### config.mk
export PLATFORM = sky130hd
export DESIGN_NAME = mbist_march_ctrl_flat
export DESIGN_NICKNAME = d
export VERILOG_FILES = /design/src/rtl/mbist_march_if.sv /design/src/rtl/mbist_march_ctrl.sv /design/src/flat_wrapper.sv
export SDC_FILE = /design/constraint.sdc
export NUM_CORES = 1
export LEC_CHECK = 0
export ABC_AREA = 1
export CORE_MARGIN = 2
export CORE_UTILIZATION = 60
export DETAILED_ROUTE_END_ITERATION = 8
export GPL_ROUTABILITY_DRIVEN = 1
export HOLD_SLACK_MARGIN = 0.12
export PLACE_DENSITY_LB_ADDON = 0.08
export SLEW_MARGIN = 20
export SYNTH_ARGS = -nofsm -noshare
export SYNTH_HDL_FRONTEND = slang
export SYNTH_SLANG_ARGS = --single-unit
### constraint.sdc
create_clock -name clk -period 8.1 [get_ports clk]
set_clock_uncertainty 0.15 [all_clocks]
set_input_delay 1.62 -clock clk [delete_from_list [all_inputs] [get_ports clk]]
set_output_delay 1.62 -clock clk [all_outputs]
set_load 0.03 [all_outputs]
### src/rtl/mbist_march_if.sv
// Control, status and normal-mode RAM bus of the March C- BIST controller.
// The slave side is the controller; the master side is whoever requests tests and uses the RAM.
interface mbist_march_if #(
    parameter int AW = 6,
    parameter int DW = 8
);
    logic          start;
    logic          bg_all;
    logic          stop_on_fail;
    logic          cs;
    logic          rwbar;
    logic [AW-1:0] addr;
    logic [DW-1:0] ramin;
    logic [DW-1:0] ramout;
    logic          inj_en;
    logic [AW-1:0] inj_addr;
    logic [DW-1:0] inj_mask;
    logic [DW-1:0] inj_val;
    logic          busy;
    logic          done;
    logic          fail;
    logic [AW-1:0] fail_addr;
    logic [2:0]    fail_elem;
    logic          fail_bg;

    modport master (
        output start, bg_all, stop_on_fail, cs, rwbar, addr, ramin,
               inj_en, inj_addr, inj_mask, inj_val,
        input  ramout, busy, done, fail, fail_addr, fail_elem, fail_bg
    );

    modport slave (
        input  start, bg_all, stop_on_fail, cs, rwbar, addr, ramin,
               inj_en, inj_addr, inj_mask, inj_val,
        output ramout, busy, done, fail, fail_addr, fail_elem, fail_bg
    );
endinterface

### src/rtl/mbist_march_ctrl.sv
// March C- memory BIST controller wrapped around an N x DW RAM with a stuck-bit fault injector.
// One march operation per cycle; reads are checked one cycle after ramout is loaded.
module mbist_march_ctrl #(
    parameter int AW = 6,
    parameter int DW = 8
) (
    input  logic         clk,
    input  logic         rst,
    mbist_march_if.slave bus
);
    localparam int N = 1 << AW;

    typedef enum logic [1:0] {IDLE, RUN, DRAIN, DONE} state_t;

    state_t        state_reg;
    logic          busy_reg, done_reg, drain_reg;
    logic          bg_reg, bg_all_reg, stop_reg;
    logic [2:0]    elem_reg;
    logic [AW-1:0] addr_reg;
    logic          phase_reg;
    logic          fail_reg, fail_bg_reg;
    logic [AW-1:0] fail_addr_reg;
    logic [2:0]    fail_elem_reg;
    logic          cmp_valid_reg, cmp_bg_reg;
    logic [DW-1:0] cmp_exp_reg;
    logic [AW-1:0] cmp_addr_reg;
    logic [2:0]    cmp_elem_reg;
    logic [DW-1:0] ramout_reg;
    logic [DW-1:0] mem [N];

    logic [DW-1:0] chk_pat, pat_b, op_data, rd_word, ram_wdata;
    logic [AW-1:0] ram_addr;
    logic          op_read, two_op, addr_end, mismatch, halt, issue, ram_en, ram_we;

    generate
        for (genvar gi = 0; gi < DW; gi++) begin : g_chk
            assign chk_pat[gi] = ((gi % 2) == 0);
        end
    endgenerate

    // E0 writes only, E5 reads only, E1..E4 read then write each address.
    always_comb begin
        pat_b    = bg_reg ? chk_pat : '0;
        two_op   = (elem_reg >= 3'd1) && (elem_reg <= 3'd4);
        op_read  = (elem_reg != 3'd0) && !phase_reg;
        op_data  = pat_b;
        if (op_read && (elem_reg == 3'd2 || elem_reg == 3'd4))
            op_data = ~pat_b;
        if (!op_read && (elem_reg == 3'd1 || elem_reg == 3'd3))
            op_data = ~pat_b;
        addr_end = (elem_reg < 3'd3) ? (addr_reg == '1) : (addr_reg == '0);
        mismatch = cmp_valid_reg && (ramout_reg != cmp_exp_reg);
        halt     = mismatch && stop_reg;
        issue    = (state_reg == RUN) && !halt;
    end

    always_comb begin
        if (busy_reg) begin
            ram_en    = issue;
            ram_we    = issue && !op_read;
            ram_addr  = addr_reg;
            ram_wdata = op_data;
        end else begin
            ram_en    = bus.cs;
            ram_we    = bus.cs && !bus.rwbar;
            ram_addr  = bus.addr;
            ram_wdata = bus.ramin;
        end
        rd_word = mem[ram_addr];
        if (bus.inj_en && ram_addr == bus.inj_addr)
            rd_word = (rd_word & ~bus.inj_mask) | (bus.inj_val & bus.inj_mask);
    end

    always_ff @(posedge clk) begin
        if (ram_we)
            mem[ram_addr] <= ram_wdata;
    end

    always_ff @(posedge clk) begin
        if (rst)
            ramout_reg <= '0;
        else if (ram_en && !ram_we)
            ramout_reg <= rd_word;
    end

    always_ff @(posedge clk) begin
        if (rst) begin
            state_reg     <= IDLE;
            busy_reg      <= 1'b0;
            done_reg      <= 1'b0;
            drain_reg     <= 1'b0;
            bg_reg        <= 1'b0;
            bg_all_reg    <= 1'b0;
            stop_reg      <= 1'b0;
            elem_reg      <= '0;
            addr_reg      <= '0;
            phase_reg     <= 1'b0;
            fail_reg      <= 1'b0;
            fail_addr_reg <= '0;
            fail_elem_reg <= '0;
            fail_bg_reg   <= 1'b0;
            cmp_valid_reg <= 1'b0;
            cmp_exp_reg   <= '0;
            cmp_addr_reg  <= '0;
            cmp_elem_reg  <= '0;
            cmp_bg_reg    <= 1'b0;
        end else begin
            cmp_valid_reg <= issue && op_read;
            cmp_exp_reg   <= op_data;
            cmp_addr_reg  <= addr_reg;
            cmp_elem_reg  <= elem_reg;
            cmp_bg_reg    <= bg_reg;
            if (mismatch && !fail_reg) begin
                fail_reg      <= 1'b1;
                fail_addr_reg <= cmp_addr_reg;
                fail_elem_reg <= cmp_elem_reg;
                fail_bg_reg   <= cmp_bg_reg;
            end
            case (state_reg)
                IDLE, DONE: begin
                    if (bus.start) begin
                        state_reg     <= RUN;
                        busy_reg      <= 1'b1;
                        done_reg      <= 1'b0;
                        fail_reg      <= 1'b0;
                        fail_addr_reg <= '0;
                        fail_elem_reg <= '0;
                        fail_bg_reg   <= 1'b0;
                        bg_all_reg    <= bus.bg_all;
                        stop_reg      <= bus.stop_on_fail;
                        bg_reg        <= 1'b0;
                        elem_reg      <= '0;
                        addr_reg      <= '0;
                        phase_reg     <= 1'b0;
                    end
                end
                RUN: begin
                    if (halt) begin
                        state_reg <= DONE;
                        busy_reg  <= 1'b0;
                        done_reg  <= 1'b1;
                    end else if (two_op && !phase_reg) begin
                        phase_reg <= 1'b1;
                    end else begin
                        phase_reg <= 1'b0;
                        if (!addr_end) begin
                            addr_reg <= (elem_reg < 3'd3) ? addr_reg + 1'b1 : addr_reg - 1'b1;
                        end else if (elem_reg != 3'd5) begin
                            // E0->E1 and E1->E2 restart at 0; later elements start at the top.
                            elem_reg <= elem_reg + 3'd1;
                            addr_reg <= (elem_reg < 3'd2) ? '0 : '1;
                        end else if (!bg_reg && bg_all_reg) begin
                            bg_reg   <= 1'b1;
                            elem_reg <= '0;
                            addr_reg <= '0;
                        end else begin
                            state_reg <= DRAIN;
                            drain_reg <= 1'b0;
                        end
                    end
                end
                DRAIN: begin
                    if (halt || drain_reg) begin
                        state_reg <= DONE;
                        busy_reg  <= 1'b0;
                        done_reg  <= 1'b1;
                    end else begin
                        drain_reg <= 1'b1;
                    end
                end
                default: state_reg <= IDLE;
            endcase
        end
    end

    assign bus.ramout    = ramout_reg;
    assign bus.busy      = busy_reg;
    assign bus.done      = done_reg;
    assign bus.fail      = fail_reg;
    assign bus.fail_addr = fail_addr_reg;
    assign bus.fail_elem = fail_elem_reg;
    assign bus.fail_bg   = fail_bg_reg;
endmodule

### src/flat_wrapper.sv
// flat-port wrapper written by rule: the top's interface ports become plain ports
module mbist_march_ctrl_flat 
#(
    parameter int AW = 6,
    parameter int DW = 8
)
  (clk, rst, bus_start, bus_bg_all, bus_stop_on_fail, bus_cs, bus_rwbar, bus_addr, bus_ramin, bus_inj_en, bus_inj_addr, bus_inj_mask, bus_inj_val, bus_ramout, bus_busy, bus_done, bus_fail, bus_fail_addr, bus_fail_elem, bus_fail_bg);
  mbist_march_if #(.AW(AW), .DW(DW)) bus_i ();
  input  logic clk;
  input  logic rst;
  input wire logic [$bits(bus_i.start)-1:0] bus_start;
  input wire logic [$bits(bus_i.bg_all)-1:0] bus_bg_all;
  input wire logic [$bits(bus_i.stop_on_fail)-1:0] bus_stop_on_fail;
  input wire logic [$bits(bus_i.cs)-1:0] bus_cs;
  input wire logic [$bits(bus_i.rwbar)-1:0] bus_rwbar;
  input wire logic [$bits(bus_i.addr)-1:0] bus_addr;
  input wire logic [$bits(bus_i.ramin)-1:0] bus_ramin;
  input wire logic [$bits(bus_i.inj_en)-1:0] bus_inj_en;
  input wire logic [$bits(bus_i.inj_addr)-1:0] bus_inj_addr;
  input wire logic [$bits(bus_i.inj_mask)-1:0] bus_inj_mask;
  input wire logic [$bits(bus_i.inj_val)-1:0] bus_inj_val;
  output wire logic [$bits(bus_i.ramout)-1:0] bus_ramout;
  output wire logic [$bits(bus_i.busy)-1:0] bus_busy;
  output wire logic [$bits(bus_i.done)-1:0] bus_done;
  output wire logic [$bits(bus_i.fail)-1:0] bus_fail;
  output wire logic [$bits(bus_i.fail_addr)-1:0] bus_fail_addr;
  output wire logic [$bits(bus_i.fail_elem)-1:0] bus_fail_elem;
  output wire logic [$bits(bus_i.fail_bg)-1:0] bus_fail_bg;
  assign bus_i.start = bus_start;
  assign bus_i.bg_all = bus_bg_all;
  assign bus_i.stop_on_fail = bus_stop_on_fail;
  assign bus_i.cs = bus_cs;
  assign bus_i.rwbar = bus_rwbar;
  assign bus_i.addr = bus_addr;
  assign bus_i.ramin = bus_ramin;
  assign bus_i.inj_en = bus_inj_en;
  assign bus_i.inj_addr = bus_inj_addr;
  assign bus_i.inj_mask = bus_inj_mask;
  assign bus_i.inj_val = bus_inj_val;
  assign bus_ramout = bus_i.ramout;
  assign bus_busy = bus_i.busy;
  assign bus_done = bus_i.done;
  assign bus_fail = bus_i.fail;
  assign bus_fail_addr = bus_i.fail_addr;
  assign bus_fail_elem = bus_i.fail_elem;
  assign bus_fail_bg = bus_i.fail_bg;
  mbist_march_ctrl #(.AW(AW), .DW(DW)) u_core (.clk(clk), .rst(rst), .bus(bus_i));
endmodule
* After elaboration in Yosys (flattened, before gate mapping)
Memories as Yosys holds them, arrays and structs flattened.
Index checks and enable logic that the tools add are counted.
** Cells by class
- Add/subtract/negate cells :: 3
- $lt $le $gt $ge :: 4
- Eq/ne operators :: 27
- Multiplexer cells :: 71
- Bitwise operators :: 5
- Reduce and logical (&&, ||, !) cells :: 39
** Operators by type and width (number)
- 6-bit two-way mux :: 12
- 8-bit two-way mux :: 4
- 1-bit two-way mux :: 30
- 3-bit two-way mux :: 9
- 8-bit bitwise AND :: 2
- 8-bit inverter :: 2
- 1-bit logical AND :: 15
- 2-bit two-way mux :: 7
- 2-bit inequality test (second input constant) :: 7
- 7-bit AND reduction :: 2
- 6-bit one-hot mux with 2 select lines :: 1
- 6-bit AND reduction :: 2
- 3-bit by 2-bit inequality test with 1-bit output (second input constant) :: 3
- 8-bit inequality test :: 1
- 8-bit OR :: 1
- 1-bit zero test :: 7
- 7-bit two-way mux :: 1
- 6-bit by 1-bit adder with 6-bit output (second input constant) :: 1
- 3-bit by 2-bit equality test with 1-bit output (second input constant) :: 2
- 6-bit equality test :: 1
- 6-bit equality test (second input constant) :: 1
- 6-bit zero test :: 1
- 3-bit by 2-bit < comparator with 1-bit output (second input constant) :: 2
- 2-bit by 1-bit inequality test with 1-bit output (second input constant) :: 3
- other kinds (23) :: 32
** Word-level totals
- Bits in registers :: 56
- RAM bits :: 512
- Input port bits :: 44
- Output and inout bits :: 21
- Word-level logic and storage cells :: 170
- Memories kept :: 1
** Memory list
- u_core.mem :: depth 64, width 8, rd ports 1, clocked after Yosys merged registers in 0, write ports 1, RTL line mbist_march_ctrl.sv:29 : logic [DW-1:0] mem [N];

* Depth between registers and ports, before layout
Gate-level depths: netlist of run 1.
- Word-level depth :: 9
- Mapped depth :: 17
- Depth with buffers taken out :: 15

* Least setup slack after synthesis of run 1
Ideal clock, no wire load.
- Path kind :: in2reg
- Start :: input port bus_addr[4]
- End :: memory u_core.mem[24][0], enable pin
- Library setup time :: 370 ps
- Data arrival time :: 2869 ps
- Data required time :: 7580 ps
- Setup slack :: 4711 ps
- Stages on the path :: 6
- Buffers on the path :: 0
- Cells stage by stage :: nand2_1 nand2_2 inv_4 nor3_2 inv_1 nor2_1
** On the way
- Cells in the longest elaborated chain, start to end :: 1
** Ends and longest elaborated chain
- start: declaration :: RTL line flat_wrapper.sv:16 : input wire logic [$bits(bus_i.addr)-1:0] bus_addr;
- 6-bit two-way mux :: RTL line mbist_march_ctrl.sv:58 : if (busy_reg) begin
- end: declaration :: RTL line mbist_march_ctrl.sv:29
Every way passes these cells.

* Final worst setup path of run 1
- Start :: input port bus_addr[2]
- End :: memory u_core.mem[28][6], enable pin
The elaborated chain is that of the path after synthesis.

==> results of run 1 <==
final timing paths:
path / end / slack [ns]
hold reg to reg: u_core.bus.fail_addr[1] / 0.30
setup / recovery: u_core.mem[28][6] / 2.86
hold / removal: u_core.bus.fail_addr[1] / 0.30
setup reg to reg: u_core.mem[19][0] / 3.32
worst max-delay path, delay by kind of cell:
| family | cells | cell delay (ns) |
|---|---|---|
| and+or+nand+nor | 5 | 3.10 |
| buffers and inverters | 2 | 0.60 |
cell usage in the layout (no fill, tap or decap), types with 2 or more instances in the layout:
cell                              netlist  routed
sky130_fd_sc_hd__a21oi_1               38      38
sky130_fd_sc_hd__buf_4                 19      17
sky130_fd_sc_hd__bufinv_16              0      10
sky130_fd_sc_hd__clkbuf_1              15      10
sky130_fd_sc_hd__clkbuf_16              0      56
sky130_fd_sc_hd__clkdlybuf4s50_1        0      64
sky130_fd_sc_hd__clkinv_1               0       8
sky130_fd_sc_hd__clkinv_2               0      11
sky130_fd_sc_hd__clkinv_4               0       2
sky130_fd_sc_hd__clkinvlp_4             0       3
sky130_fd_sc_hd__dfxtp_1               50      50
sky130_fd_sc_hd__edfxtp_1             512     512
sky130_fd_sc_hd__ha_1                   6       6
sky130_fd_sc_hd__inv_1                276     276
sky130_fd_sc_hd__inv_2                  6       6
sky130_fd_sc_hd__inv_4                  2       2
sky130_fd_sc_hd__inv_6                  0       4
sky130_fd_sc_hd__nand2_1             1025    1015
sky130_fd_sc_hd__nand2_2                8      16
sky130_fd_sc_hd__nand2_4                6       7
sky130_fd_sc_hd__nand3_1              198     198
sky130_fd_sc_hd__nand4_1               15      15
sky130_fd_sc_hd__nor2_1               176     176
sky130_fd_sc_hd__nor2_4                 4       4
sky130_fd_sc_hd__nor3_1                13      13
sky130_fd_sc_hd__nor3_2                 5       5
sky130_fd_sc_hd__nor3_4                 3       3
sky130_fd_sc_hd__o211ai_1              32      32
sky130_fd_sc_hd__o21ai_0               30      30
sky130_fd_sc_hd__o21ai_1               22      22
sky130_fd_sc_hd__or2_2                  7       7
sky130_fd_sc_hd__xnor2_1                2       2
kinds of logic (layout without fill, tap and decap cells):
family / count (synthesis) / after routing / share of synthesized area [%]
XOR/XNOR: 3 / 3 / 0.106
AO/OA/AOI/OAI: 124 / 124 / 2.83
adder cells (fa/ha/maj): 7 / 7 / 0.383
buffers and inverters: 390 / 471 / 6.63
flip-flops: 562 / 562 / 65.9
AND/OR/NAND/NOR: 1465 / 1465 / 24.1
layer usage:
layer,up-vias,part of all wire (%),GRT usage [%]
li1,8365,-,-
met1,8101,41,38.4
met2,750,48,47.6
met3,136,7.7,4.24
met4,0,4.0,12.2
met5,-,0,0
layout make-up:
type                    count  area (um2)
clock buffers              66        1440
clock inverters            40         502
repair buffers             81         768
flip-flops and latches    562       16400
inverters                 284        1070
fillers                  3106       13100
well taps                 532         666
multi-input cells        1599        6870
power breakdown:
part / switching [mW] / internal, mW / total [mW]
clock: 1.10 / 1.60 / 2.70
sequential: 0.0549 / 3.52 / 3.57
combinational: 2.08 / 0.626 / 2.71
total: 3.24 / 5.74 / 8.98
==> qor.log, run 1 <==
qor: status.result_of_the_run finished, final reports clean
qor: drt.post-route-drc-count 0
qor: yosys.synth_enable_flop_cells 512
qor: hold_path.start_point_of_the_worst_hold_path u_core.cmp_addr_reg[1]
qor: yosys.synth.net_count 2,602
qor: final_layout.area_overhead_of_the_layout_relative_to_synthesis 11.4%
qor: placement.detailedPlacementHpwl 37.4 mm
qor: worst_setup_path.slowest_stage sky130_fd_sc_hd__nand3_1
qor: placement.place.detailed.instances 3,058
qor: run.maxCapViolations 0
qor: clock_tree.cts_max_level 2
qor: yosys.share_of_synthesized_registers_carrying_an_async_set_or_reset 0%
qor: worst_setup_path.startpoint bus_addr[2]
qor: floorplanning.floorplan.initialDensity 60.9%
qor: floorplanning.dieArea 43,100 um2
qor: yosys.post_synth_inst_count 2,551
qor: clock_tree.cts-buffers-inserted 56
qor: worst_setup_path.required_time_of_the_critical_path 8.20 ns
qor: worst_setup_path.crit_type in2reg
qor: yosys.yosys.cell_count.top_type sky130_fd_sc_hd__nand2_1
qor: sta.grt_setup_unrepaired false
qor: drt.drt_iter0_markers 1,767
qor: grt.gr-usage-all-layers 28.8%
qor: floorplanning.die_height 208 um
qor: final_layout.finish.utilization 67.8%
qor: floorplanning.io_pins 65
qor: worst_setup_path.worstPathCellList clkdlybuf4s50_1 > inv_1 > nand2_1 > nand2_2 > nor2_4 > nand3_1 > nor2_1
qor: worst_setup_path.crit_path_max_fanout 36
qor: grt.grt_overflow_total 0
qor: worst_setup_path.critical_path.reg2reg.startpoint u_core.bus.busy
qor: sta.tns 0 ns
qor: clock_tree.cts_hold_buf 0
qor: worst_setup_path.cp_data_arrival_time 5.34 ns
qor: clock_tree.clock_insertion_delay_worst_skew 0.63 ns
qor: power.power.static_leakage 11.6 nW
qor: yosys.synth.ff_latch_count 562
qor: placement.postPlaceCellArea 25,800 um2
qor: final_layout.num-nets-final 2,635
qor: yosys.post_synth_cell_types 36
qor: yosys.post_syn_area_per_cell 9.74 um2
qor: yosys.mappedNetlistArea 24,800 um2
qor: power.power.density 324 nW/um2
qor: sta.fmaxAchievable 191 MHz
qor: floorplanning.row_count 74
qor: sta.hold_viol_final 0
qor: hold_path.min_path_type reg2reg
qor: sta.tightestPinTransition 1.10 ns
qor: grt.via_count_of_the_first_global_routing_pass 16,700
qor: grt.grt_max_degree 148
qor: worst_setup_path.worst_setup_end_kind register
qor: placement.place_congestion 0.985
qor: clock_tree.clk_path_buf_depth 3
qor: drt.vias_per_cell 5.48
qor: placement.placement.setup.worst_slack 2.35 ns
qor: sta.setup_slack 2.86 ns
qor: clock_tree.post_cts_buffers 0
qor: clock_tree.cts.clk_slew.worst_paths 0.06 ns
qor: drt.routed_wire_length_per_instance 19.4 um
qor: drt.detail-route-antenna-nets 0
qor: clock_tree.cts_root_buf sky130_fd_sc_hd__clkbuf_16
qor: yosys.yosys.area.top_type_share 61.9%
qor: yosys.postSynth.topFlopCell sky130_fd_sc_hd__edfxtp_1
qor: final_layout.antenna_cells 0
qor: final_layout.layoutNonFillerInstCount 3,164
qor: final_layout.design_area 27,700 um2
qor: drt.dr_total_vias 17,400
qor: grt.first_pass_grt_wire_length 94.4 mm
qor: hold_path.timing.hold.worst_path_depth 2
qor: worst_setup_path.crit_path_max_incr_delay 0.87 ns
qor: sta.share_of_the_cycle_needed_by_the_critical_path_after_routing 64.7%
qor: clock_tree.cts_num_sinks 562
qor: sta.final.min_clock_period 5.24 ns
qor: yosys.yosysSeqAreaShare 65.9%
qor: yosys.yosysWarnings 0
qor: final_layout.drive_above_1_share 6.00%
qor: sta.timing.hold.ws 0.304 ns
qor: placement.port_buffer_count 64
qor: power.vdd_drop_max 0.263 mV
qor: power.report.power.total 8.98 mW
qor: worst_setup_path.worst_r2r_path_depth 6
qor: drt.drt_pass1_iterations 6
qor: yosys.most_used_standard_cells_in_the_synthesized_netlist sky130_fd_sc_hd__nand2_1 (1,025), sky130_fd_sc_hd__edfxtp_1 (512), sky130_fd_sc_hd__inv_1 (276)
qor: floorplanning.fp.coreArea 40,800 um2
qor: sta.maxSlewViolCount 0
qor: yosys.synth_top_area_cell sky130_fd_sc_hd__edfxtp_1
qor: floorplanning.dieWidth 208 um
qor: clock_tree.cts_repair_resize_count 0
qor: grt.antenna_found_initial 0
qor: sta.setup_viol 0
qor: worst_setup_path.worst_setup_path_start_kind primary input
qor: sta.maxSlewHeadroom 26.7%
qor: clock_tree.cts_tree built
qor: drt.wirelength 61.5 mm
qor: yosys.netlist_top_cells_area sky130_fd_sc_hd__edfxtp_1 (62%), sky130_fd_sc_hd__nand2_1 (15%), sky130_fd_sc_hd__inv_1 (4.2%), sky130_fd_sc_hd__dfxtp_1 (4.0%), sky130_fd_sc_hd__nand3_1 (4.0%)
qor: final_layout.max_ffs_per_register 512
(Power assumes the default switching activity.)
==> run 2: changes to the inputs <==
--- a/config.mk
+++ b/config.mk
@@ -7,7 +7,7 @@
 export LEC_CHECK = 0
 export ABC_AREA = 1
 export CORE_MARGIN = 2
-export CORE_UTILIZATION = 60
+export CORE_UTILIZATION = 56
 export DETAILED_ROUTE_END_ITERATION = 8
 export GPL_ROUTABILITY_DRIVEN = 1
 export HOLD_SLACK_MARGIN = 0.12
==> constraint.sdc (replaced) <==
create_clock -name clk -period 4.5 [get_ports clk]
set_clock_uncertainty 0.15 [all_clocks]
set_input_delay 0.9 -clock clk [delete_from_list [all_inputs] [get_ports clk]]
set_output_delay 0.9 -clock clk [all_outputs]
set_load 0.03 [all_outputs]
==> qor.log, run 2 (synthesis gave the netlist of run 1 again) <==
qor: status.result_of_the_run finished, final reports clean
qor: clock_tree.cts.clk_slew.worst_paths 0.06 ns
qor: worst_setup_path.worst_setup_path_start_kind primary input
qor: sta.maxSlewViolCount 0
qor: drt.routed_wire_length_per_instance 19.5 um
qor: clock_tree.cts_num_sinks 562
qor: worst_setup_path.reg2reg_to u_core.bus.ramout[2]
qor: sta.share_of_the_cycle_needed_by_the_critical_path_after_routing 71.8%
qor: final_layout.mostFrequentLayoutCells sky130_fd_sc_hd__nand2_1 (1,015), sky130_fd_sc_hd__edfxtp_1 (512), sky130_fd_sc_hd__inv_1 (276)
qor: power.share_clk_of_total_power 28.3%
qor: sta.grt_setup_unrepaired false
qor: sta.timing.hold.ws 0.293 ns
qor: final_layout.max_ffs_per_register 512
qor: hold_path.hold_end u_core.bus.fail_addr[2]
qor: power.sequentialPowerShare 40.0%
qor: worst_setup_path.critical_path.reg2reg.startpoint u_core.bus.busy
qor: grt.gr-usage-all-layers 28.0%
qor: placement.detailedPlacementHpwl 40.8 mm
qor: sta.setup_slack 1.27 ns
qor: clock_tree.cts_max_level 2
qor: worst_setup_path.critical-path-top-delay-family simple AND/OR/NAND/NOR gates
qor: drt.drt_iter0_markers 1,776
qor: power.vdd_drop_max 0.351 mV
qor: sta.tns 0 ns
qor: worst_setup_path.critical_path_cell_count 14
qor: placement.postPlaceCellArea 26,400 um2
qor: placement.port_buffer_count 64
qor: worst_setup_path.worst_r2r_path_depth 13
qor: sta.hold_viol_final 0
qor: floorplanning.row_count 77
qor: hold_path.timing.hold.worst_path_depth 2
qor: worst_setup_path.worstPathCellList clkdlybuf4s50_1 > inv_1 > nand2_2 > nand2_4 > buf_4 > nand2_1 > nand3_1 > nand2_1 > o21ai_1 > nand2_1 > nor2_1 > nand3_1 > nand2_1 > a21oi_1
qor: clock_tree.cts_tree built
qor: worst_setup_path.cp_data_arrival_time 3.58 ns
qor: sta.fmaxAchievable 310 MHz
qor: final_layout.area_overhead_of_the_layout_relative_to_synthesis 13.6%
qor: final_layout.drive_above_1_share 8.21%
qor: hold_path.start_point_of_the_worst_hold_path u_core.bus.fail_addr[2]
qor: final_layout.num-nets-final 2,708
qor: drt.route.layer.met1.wl 27.5 mm
qor: worst_setup_path.worst-path-buf-inv 3
qor: drt.length_of_routed_met3_wiring 4.74 mm
qor: sta.setup_viol 0
qor: power.power.static_leakage 11.9 nW
qor: drt.post-route-drc-count 0
qor: worst_setup_path.required_time_of_the_critical_path 4.84 ns
qor: worst_setup_path.crit_type in2reg
qor: power.power.combinational.fraction 31.7%
qor: placement.placement.setup.worst_slack 0.704 ns
qor: final_layout.final_common_cell sky130_fd_sc_hd__nand2_1
qor: power.power.switching_fraction 36.7%
qor: drt.dr_total_vias 17,700
qor: sta.final.min_clock_period 3.23 ns
qor: drt.vias_per_cell 5.38
qor: floorplanning.fp.coreArea 44,000 um2
qor: drt.met2_wirelength 29.5 mm
qor: worst_setup_path.rrSetupSlack 1.36 ns
qor: drt.drt_pass1_iterations 5
qor: worst_setup_path.worst_setup_end_kind register
qor: hold_path.min_path_type reg2reg
qor: grt.via_count_of_the_first_global_routing_pass 16,900
qor: drt.wirelength 64.2 mm
qor: worst_setup_path.crit_path_max_fanout 33
qor: grt.antenna_found_initial 0
qor: floorplanning.die_height 215 um
qor: clock_tree.cts_repair_resize_count 0
qor: final_layout.antenna_cells 0
qor: grt.grt_max_degree 73
qor: sta.tightestPinTransition 1.03 ns
qor: power.report.power.total 16.0 mW
qor: power.power.density 568 nW/um2
qor: worst_setup_path.startpoint bus_addr[0]
qor: grt.grt_overflow_total 0
qor: drt.highest_metal_used met4
qor: worst_setup_path.crit_path_max_incr_delay 0.44 ns
qor: floorplanning.io_pins 65
qor: clock_tree.cts-buffers-inserted 59
qor: clock_tree.cts_hold_buf 0
qor: floorplanning.dieWidth 215 um
qor: run.maxCapViolations 0
qor: worst_setup_path.slowest_stage sky130_fd_sc_hd__clkdlybuf4s50_1
qor: placement.place_congestion 0.940
qor: floorplanning.floorplan.initialDensity 56.4%
qor: worst_setup_path.timing.critical_path.mode_cell sky130_fd_sc_hd__nand2_1
qor: floorplanning.dieArea 46,100 um2
qor: drt.detail-route-antenna-nets 0
qor: sta.maxSlewHeadroom 30.8%
qor: power.power_switching 5.88 mW
qor: clock_tree.clock_insertion_delay_worst_skew 0.62 ns
qor: clock_tree.clk_path_buf_depth 3
qor: grt.first_pass_grt_wire_length 98.0 mm
qor: clock_tree.cts_root_buf sky130_fd_sc_hd__clkbuf_16
qor: power.internal_power 10.1 mW
qor: final_layout.design_area 28,200 um2
qor: clock_tree.post_cts_buffers 0
[run 2: cell types whose count changed in the layout (fill, tap and decap cells not counted), sizes merged]
cell | before | now
buf | 17 | 87
clkbuf | 66 | 80
bufinv | 10 | 1
clkinvlp | 3 | 0
clkinv | 22 | 21
[run 2: worst max path at each step]
| stage | to | slack [ns] |
|---|---|---|
| 6_report | u_core.bus.ramout[2] | 1.27 |
| 5_1_grt | u_core.bus.ramout[2] | 1.09 |
| 4_1_cts | u_core.bus.ramout[2] | 1.34 |
| 3_5_place_dp | u_core.bus.ramout[2] | 0.70 |
| 3_3_place_gp | u_core.bus.ramout[2] | 0.71 |
| 2_1_floorplan | u_core.mem[24][0] | 1.83 |
[run 2: worst reg2reg max path, cell delays in order, from the launching register on]
cell and delay [ns]:
sky130_fd_sc_hd__dfxtp_1 0.31, sky130_fd_sc_hd__inv_2 0.30, sky130_fd_sc_hd__nand2_2 0.27, sky130_fd_sc_hd__nand2_4 0.42
sky130_fd_sc_hd__buf_4 0.38, sky130_fd_sc_hd__nand2_1 0.10, sky130_fd_sc_hd__nand3_1 0.09, sky130_fd_sc_hd__nand2_1 0.06
sky130_fd_sc_hd__o21ai_1 0.28, sky130_fd_sc_hd__nand2_1 0.11, sky130_fd_sc_hd__nor2_1 0.28, sky130_fd_sc_hd__nand3_1 0.13
sky130_fd_sc_hd__nand2_1 0.09, sky130_fd_sc_hd__a21oi_1 0.05
[run 2: cell type report]
cell class              count  area [um2]
multi-input cells        1599        6870
repair buffers            151        1380
flip-flops and latches    562       16400
well taps                 592         741
fillers                  3579       15800
clock buffers              80        1590
clock inverters            27         191
inverters                 284        1070
[run 2: power groups by stage]
stage                     logic (mW)  registers, mW  clock network (mW)
after floorplan                 3.23           6.58                   0
after global placement          5.00           6.51                   0
after detailed placement        5.05           6.51                   0
after CTS                       5.07           6.40                4.59
after global routing            5.60           6.42                4.79
final                           5.09           6.41                4.53
[run 2: metrics by stage]
step / utilization (%) / cells
5_1_grt: 64.1 / 3295
2_1_floorplan: - / 2551
3_5_place_dp: 60.1 / 3188
4_1_cts: 64.1 / 3295
6_report: 64.1 / 3295
3_3_place_gp: 60.1 / 3188
[run 2: routing by layer]
metal	vias to the layer above	global-route usage, %
met3	128	4.45
met1	8418	39.0
met5	-	0
met4	0	10.8
li1	8502	-
met2	671	44.6
==> RTL edit 1, RTL diff (config.mk and constraints of run 2) <==
`AW` is set to 6 in 3 places; all go to 4.
--- a/src/rtl/mbist_march_if.sv
+++ b/src/rtl/mbist_march_if.sv
@@ -2,5 +2,5 @@
 // The slave side is the controller; the master side is whoever requests tests and uses the RAM.
 interface mbist_march_if #(
-    parameter int AW = 6,
+    parameter int AW = 4,
     parameter int DW = 8
 );
--- a/src/rtl/mbist_march_ctrl.sv
+++ b/src/rtl/mbist_march_ctrl.sv
@@ -2,5 +2,5 @@
 // One march operation per cycle; reads are checked one cycle after ramout is loaded.
 module mbist_march_ctrl #(
-    parameter int AW = 6,
+    parameter int AW = 4,
     parameter int DW = 8
 ) (
--- a/src/flat_wrapper.sv
+++ b/src/flat_wrapper.sv
@@ -2,5 +2,5 @@
 module mbist_march_ctrl_flat 
 #(
-    parameter int AW = 6,
+    parameter int AW = 4,
     parameter int DW = 8
 )
Interface: changed (resized bus_addr, bus_fail_addr and bus_inj_addr); port bits go from 65 to 59. No check against the original RTL was run, so the function may have changed too.
==> RTL edit 1 against run 2 <==
Critical path depth shrank 10; final cell count fell by 65%; area after synthesis is 68% lower; worst setup slack lost 32 ps; maximum frequency is 0.98% lower; via count down 64%; power decreased by 65%; sequential cell count shrank 390; register-to-register slack worse by 120 ps; core utilization grew 1.7 points; routed wire length is 69% lower; combinational power is 57% lower; final area fell by 68%.
==> RTL edit 1: results (changes against run 2) <==
global_routing:
  grt_usage_pct: 27.47  # -0.49 points
  grtUsageMet3_pct: 5.166  # +0.71 points
  grt_pass1_wl_um: 31100  # -68%
  grt_pass1_vias: 6003  # -64%
  grt_max_degree: 42  # -42%
  grtUsageMet2_pct: 45.86  # +1.3 points
clock_tree:
  path_clk_slew_ps: 60  # about the same
  cts_buffer_depth: 2  # -1
  cts_buffers: 17  # -71%
  cts_max_level: 4  # +2
  clk_latency_ps: 420  # -200 ps
status:
  status: "finished, final reports clean"
route:
  wl_met3_um: 1564  # -67%
  wl_um: 19640  # -69%
  top_layer: "met4"
  dr_wl_met2_um: 9262  # -69%
  drt_pass1_iterations: 7  # +2
  vias_per_cell: 5.491  # +2.1%
  drt-initial-drc-count: 712  # -60%
setup_path:
  crit_type: "flip-flop to flip-flop"
  critPathMaxFanout: 41  # +24%
  reg2reg_setup_slack_ps: 1240  # -120 ps
  start_kind: "flip-flop"
  startpoint: "u_core.bus.busy$_SDFFE_PP0P_"
  cp_data_arrival_time_ps: 3160  # -420 ps
  rr_endpoint: "u_core.mem[5][0]$_DFFE_PP_"
synthesis:
  seq_area_frac_synth_pct: 59.59  # -6.3 points
  synth_top_family_by_area: "simple AND/OR/NAND/NOR gates"
  synth.cells.most_frequent: "nand2_1, edfxtp_1, nor2_1"
  synth_fa_ha_area_share_pct: 0.8837  # +0.50 points
  synthesis.nets: 966  # -63%
  ys.flop_type: "edfxtp_1"
  synth_cell_types: 32  # -11%
  ys_ff_latch: 172  # -69%
  synth_area_leaders: "edfxtp_1, nand2_1, dfxtp_1"
  yosys.area_share.xor_xnor_pct: 0.5365  # +0.43 points
cells_and_area:
  multi_input_area_share_pct: 30.37  # +6.0 points
  n_all_inverters: 73  # -74%
  fillers: 1122  # -69%
  clk_share_pct: 5.821  # -0.48 points
  num-nonclk-buffers: 61  # -60%
  area_share_nonclk_buffers_pct: 6.602  # +1.7 points
  largest_reg_flops: 128  # -75%
  drive_above_1_share_pct: 5.193  # -3.0 points
  multi_input_cells: 646  # -60%
  clkbuf_count: 19  # -76%
  fin_nets: 1016  # -62%
power_and_ir_drop:
  switching_share_pct: 40.23  # +3.5 points
  peakVddDrop_mv: 0.4257  # +21%
  leakagePower_uw: 0.003909  # -67%
  total_power_uw: 5597  # -65%
  seqPwrFrac_pct: 37.4  # -2.6 points
  p_clk_share_pct: 23.8  # -4.5 points
worst_hold_path:
  hold_start: "u_core.bus.fail_elem[0]$_SDFF_PP0_"
  min_to: "u_core.bus.fail_elem[0]$_SDFF_PP0_"
placed_design:
  place.port_buffers: 58  # -9.4%
  hpwlAfterDp_um: 13380  # -67%
==> RTL edit 1: cell types whose count changed in the layout (fill, tap and decap cells not counted), moves of 13 or more <==
cell,before,now
buf_4,80,3
nand2_1,1015,413
clkbuf_1,18,2
nand2_2,16,3
a21oi_1,38,15
edfxtp_1,512,128
nand3_1,198,67
o211ai_1,32,0
o21ai_0,30,13
clkbuf_16,60,17
nor2_1,176,87
o21ai_1,22,4
inv_1,276,70
==> RTL edit 1: stage by stage <==
step	std cells	instance area [µm²]	hold slack (ps)	setup WS, ps
finish	1162	9135	307.0	1238
global route	1162	9135	321.7	971.4
CTS	1162	9135	307.7	1271
detailed placement	1132	8603	298.7	894.6
global placement	1132	8603	291.8	942.1
floorplan	921	7929	281.1	1958
==> RTL edit 1: critical path, stage by stage, from the launching register on <==
cell	delay (ps)
dfxtp_1	650
nand2_2	520
nand2_4	560
nand3_1	300
nor2_1	680
==> RTL edit 2, RTL diff (settings of run 2) <==
Made on the original files. Make the reset (`rst`) asynchronous in 2 clocked blocks.
--- a/src/rtl/mbist_march_ctrl.sv
+++ b/src/rtl/mbist_march_ctrl.sv
@@ -77,5 +77,5 @@
     end
 
-    always_ff @(posedge clk) begin
+    always_ff @(posedge clk or posedge rst) begin
         if (rst)
             ramout_reg <= '0;
@@ -84,5 +84,5 @@
     end
 
-    always_ff @(posedge clk) begin
+    always_ff @(posedge clk or posedge rst) begin
         if (rst) begin
             state_reg     <= IDLE;
Function: changed (Yosys sat finds a counterexample within 4 cycles, from zero or initial values and one cycle with rst high; the reset may be asserted at any time).
==> RTL edit 2 against run 2 <==
Area after synthesis shrank 0.30%; first-iteration DRC count down 6.8%; critical path type is now flip-flop to flip-flop; routed wire length shrank 3.2%; worst setup slack worse by 300 ps; highest routed layer unchanged; count of clock-buffer cells in the layout down 7; sequential cell count stayed put; final area grew 0.25%; largest cell class unchanged; final cell count is 1.4% lower; non-clock buffer count increased by 3.
Power is not compared: it rests on default switching activity, and its combinational part moved more than twofold at a synthesized area within 25%.
==> RTL edit 2: results (changes against run 2) <==
placed_design:
  place_inst: 3147  # -1.3%
  place.port_buffers: 64  # unchanged
  hpwlAfterDp_um: 39000  # -4.5%
  gp_congestion: 0.8875  # -5.6%
  place_area_um2: 26560  # +0.44%
synthesis:
  yosys_warnings: 0  # unchanged
  synth_edf_count: 512  # unchanged
  synthesis.nets: 2556  # -1.8%
  async_reset_ff_share_pct: 8.897  # +8.9 points
  avgSynthCellArea_um2: 9.890  # +1.5%
  synth_cell_types: 36  # unchanged
  ys.flop_type: "edfxtp_1"
  synth.cells.most_frequent: "nand2_1, edfxtp_1, inv_1"
  synth_area_leaders: "edfxtp_1, nand2_1, dfrtp_1"
  seq_area_frac_synth_pct: 67.11  # +1.2 points
clock_tree:
  cts_buffer_depth: 3  # unchanged
  clk_latency_ps: 620  # about the same
  cts.root.buffer_cell: "clkbuf_16"
  cts_max_level: 2  # unchanged
  cts_buffers: 56  # -5.1%
  post_cts_resize_count: 0  # unchanged
  path_clk_slew_ps: 60  # about the same
  postCtsSetupRepairBufs: 0  # unchanged
setup_path:
  reg2reg_setup_slack_ps: 970  # -390 ps
  cp_slowest_cell: "dfrtp_1"
  critPathMaxFanout: 90  # +170%
  r2r_cells: 13  # unchanged
  startpoint: "u_core.bus.busy$_DFFE_PP0P_"
  cp_data_arrival_time_ps: 3870  # +290 ps
  crit_type: "flip-flop to flip-flop"
  slowest_delay_ps: 580  # +140 ps
  crit_family: "simple AND/OR/NAND/NOR gates"
  rr_endpoint: "u_core.bus.ramout[4]$_DFFE_PP0P_"
power_and_ir_drop:
  leakagePower_uw: 0.01216
  peakVddDrop_mv: 0.3828
route:
  vias_per_cell: 5.357  # -0.39%
  drt-initial-drc-count: 1656  # -6.8%
  drt_pass1_iterations: 5  # unchanged
  wl_per_cell_um: 19.12  # -1.8%
global_routing:
  grt_pass1_vias: 16951  # +0.52%
  grt_max_degree: 91  # +25%
  antenna_found_initial: 0  # unchanged
  grt_pass1_wl_um: 96130  # -1.9%
  grt_usage_pct: 27.28  # -0.68 points
status:
  status: "finished, final reports clean"
cells_and_area:
  diodes: 0  # unchanged
  fin_nets: 2664  # -1.6%
  fillers: 3576  # -0.084%
  area_delta_synth_final_pct: 14.19
  final-instance-count-excl-fill: 3248  # -1.4%
  largest_reg_flops: 512  # unchanged
  drive_above_1_share_pct: 7.831  # -0.38 points
timing:
  slew_headroom_pct: 36.31  # +5.5 points
  hold_viol_final: 0  # unchanged
worst_hold_path:
  hold_class: "flip-flop to flip-flop"
[RTL edit 2: cell count changes in the layout (fill, tap and decap cells not counted), sizes merged, moves of 7 or more]
cell    before  now
nor3        21   14
clkbuf      80   73
dfxtp       50    0
nand4       15    5
dfrtp        0   50
nor2       181  141
o21ai       52   59
[RTL edit 2: worst min-delay path by stage]
stage	startpoint	end	slack, ps	depth (start not counted)
after floorplan	u_core.bg_reg$_DFFE_PP0P_	u_core.cmp_bg_reg$_DFF_PP0_	240	0
after global placement	u_core.elem_reg[1]$_DFFE_PP0P_	u_core.cmp_elem_reg[1]$_DFF_PP0_	290	0
after detailed placement	u_core.bg_reg$_DFFE_PP0P_	u_core.cmp_bg_reg$_DFF_PP0_	280	0
after CTS	u_core.bg_reg$_DFFE_PP0P_	u_core.cmp_bg_reg$_DFF_PP0_	300	0
after global routing	u_core.bg_reg$_DFFE_PP0P_	u_core.cmp_bg_reg$_DFF_PP0_	320	0
final	u_core.bg_reg$_DFFE_PP0P_	u_core.cmp_bg_reg$_DFF_PP0_	300	0
[RTL edit 2: power breakdown]
part           total [µW]  switching, µW  internal (µW)
Combinational         723            512            211
Clock                4490           1930           2570
Sequential           5750           20.0           5730
[RTL edit 2: worst reg2reg max path, stage by stage (launching register included)]
cell and delay (ps):
dfrtp_1 580, inv_2 400, nand2_2 180, nand2_8 350, buf_12 460, nand2_1 170
nand3_1 100, nand2_1 80, o21ai_1 190, nand2_1 80, nor2_1 250, nand3_1 240
nand2_1 150, nand2_1 60
[RTL edit 2: cell type report]
| class | count | share of cell area, % |
|---|---|---|
| clock buffer | 73 | 5.179 |
| clock inverter | 28 | 0.9421 |
| inverter | 289 | 3.839 |
| multi-input combinational | 1550 | 23.38 |
| sequential | 562 | 58.77 |
| tap | 592 | 2.618 |
| timing repair buffer | 154 | 5.272 |
[RTL edit 2: kinds of logic (layout without fill, tap and decap cells)]
group | count (synthesis) | count (layout) | synth area share (%)
DFF | 562 | 562 | 67.11
AOI/OAI and AO/OA | 132 | 132 | 3.045
adders and majority gates | 7 | 7 | 0.3838
buffers and inverters | 393 | 544 | 6.359
xor gates and xnor gates | 2 | 2 | 0.07072
and+or+nand+nor | 1407 | 1407 | 22.94
muxes | 2 | 2 | 0.09090
[RTL edit 2: layer usage]
metal | track usage [%] | part of all wire (%) | up-vias
li1 | - | - | 8353
met1 | 36.49 | 41 | 8331
met2 | 45.34 | 48 | 601
met3 | 4.879 | 7.0 | 114
met4 | 9.606 | 3.4 | 0
met5 | 0 | 0 | -
[RTL edit 2: metrics by stage]
stage	setup WS (ps)	power [µW]	hold WS (ps)
after floorplan	1742	6267	241.9
after global placement	668.4	6565	291.1
after detailed placement	709.9	6573	281.9
after CTS	1067	11020	297.3
after global routing	810.0	11310	318.5
final	971.0	10960	301.5
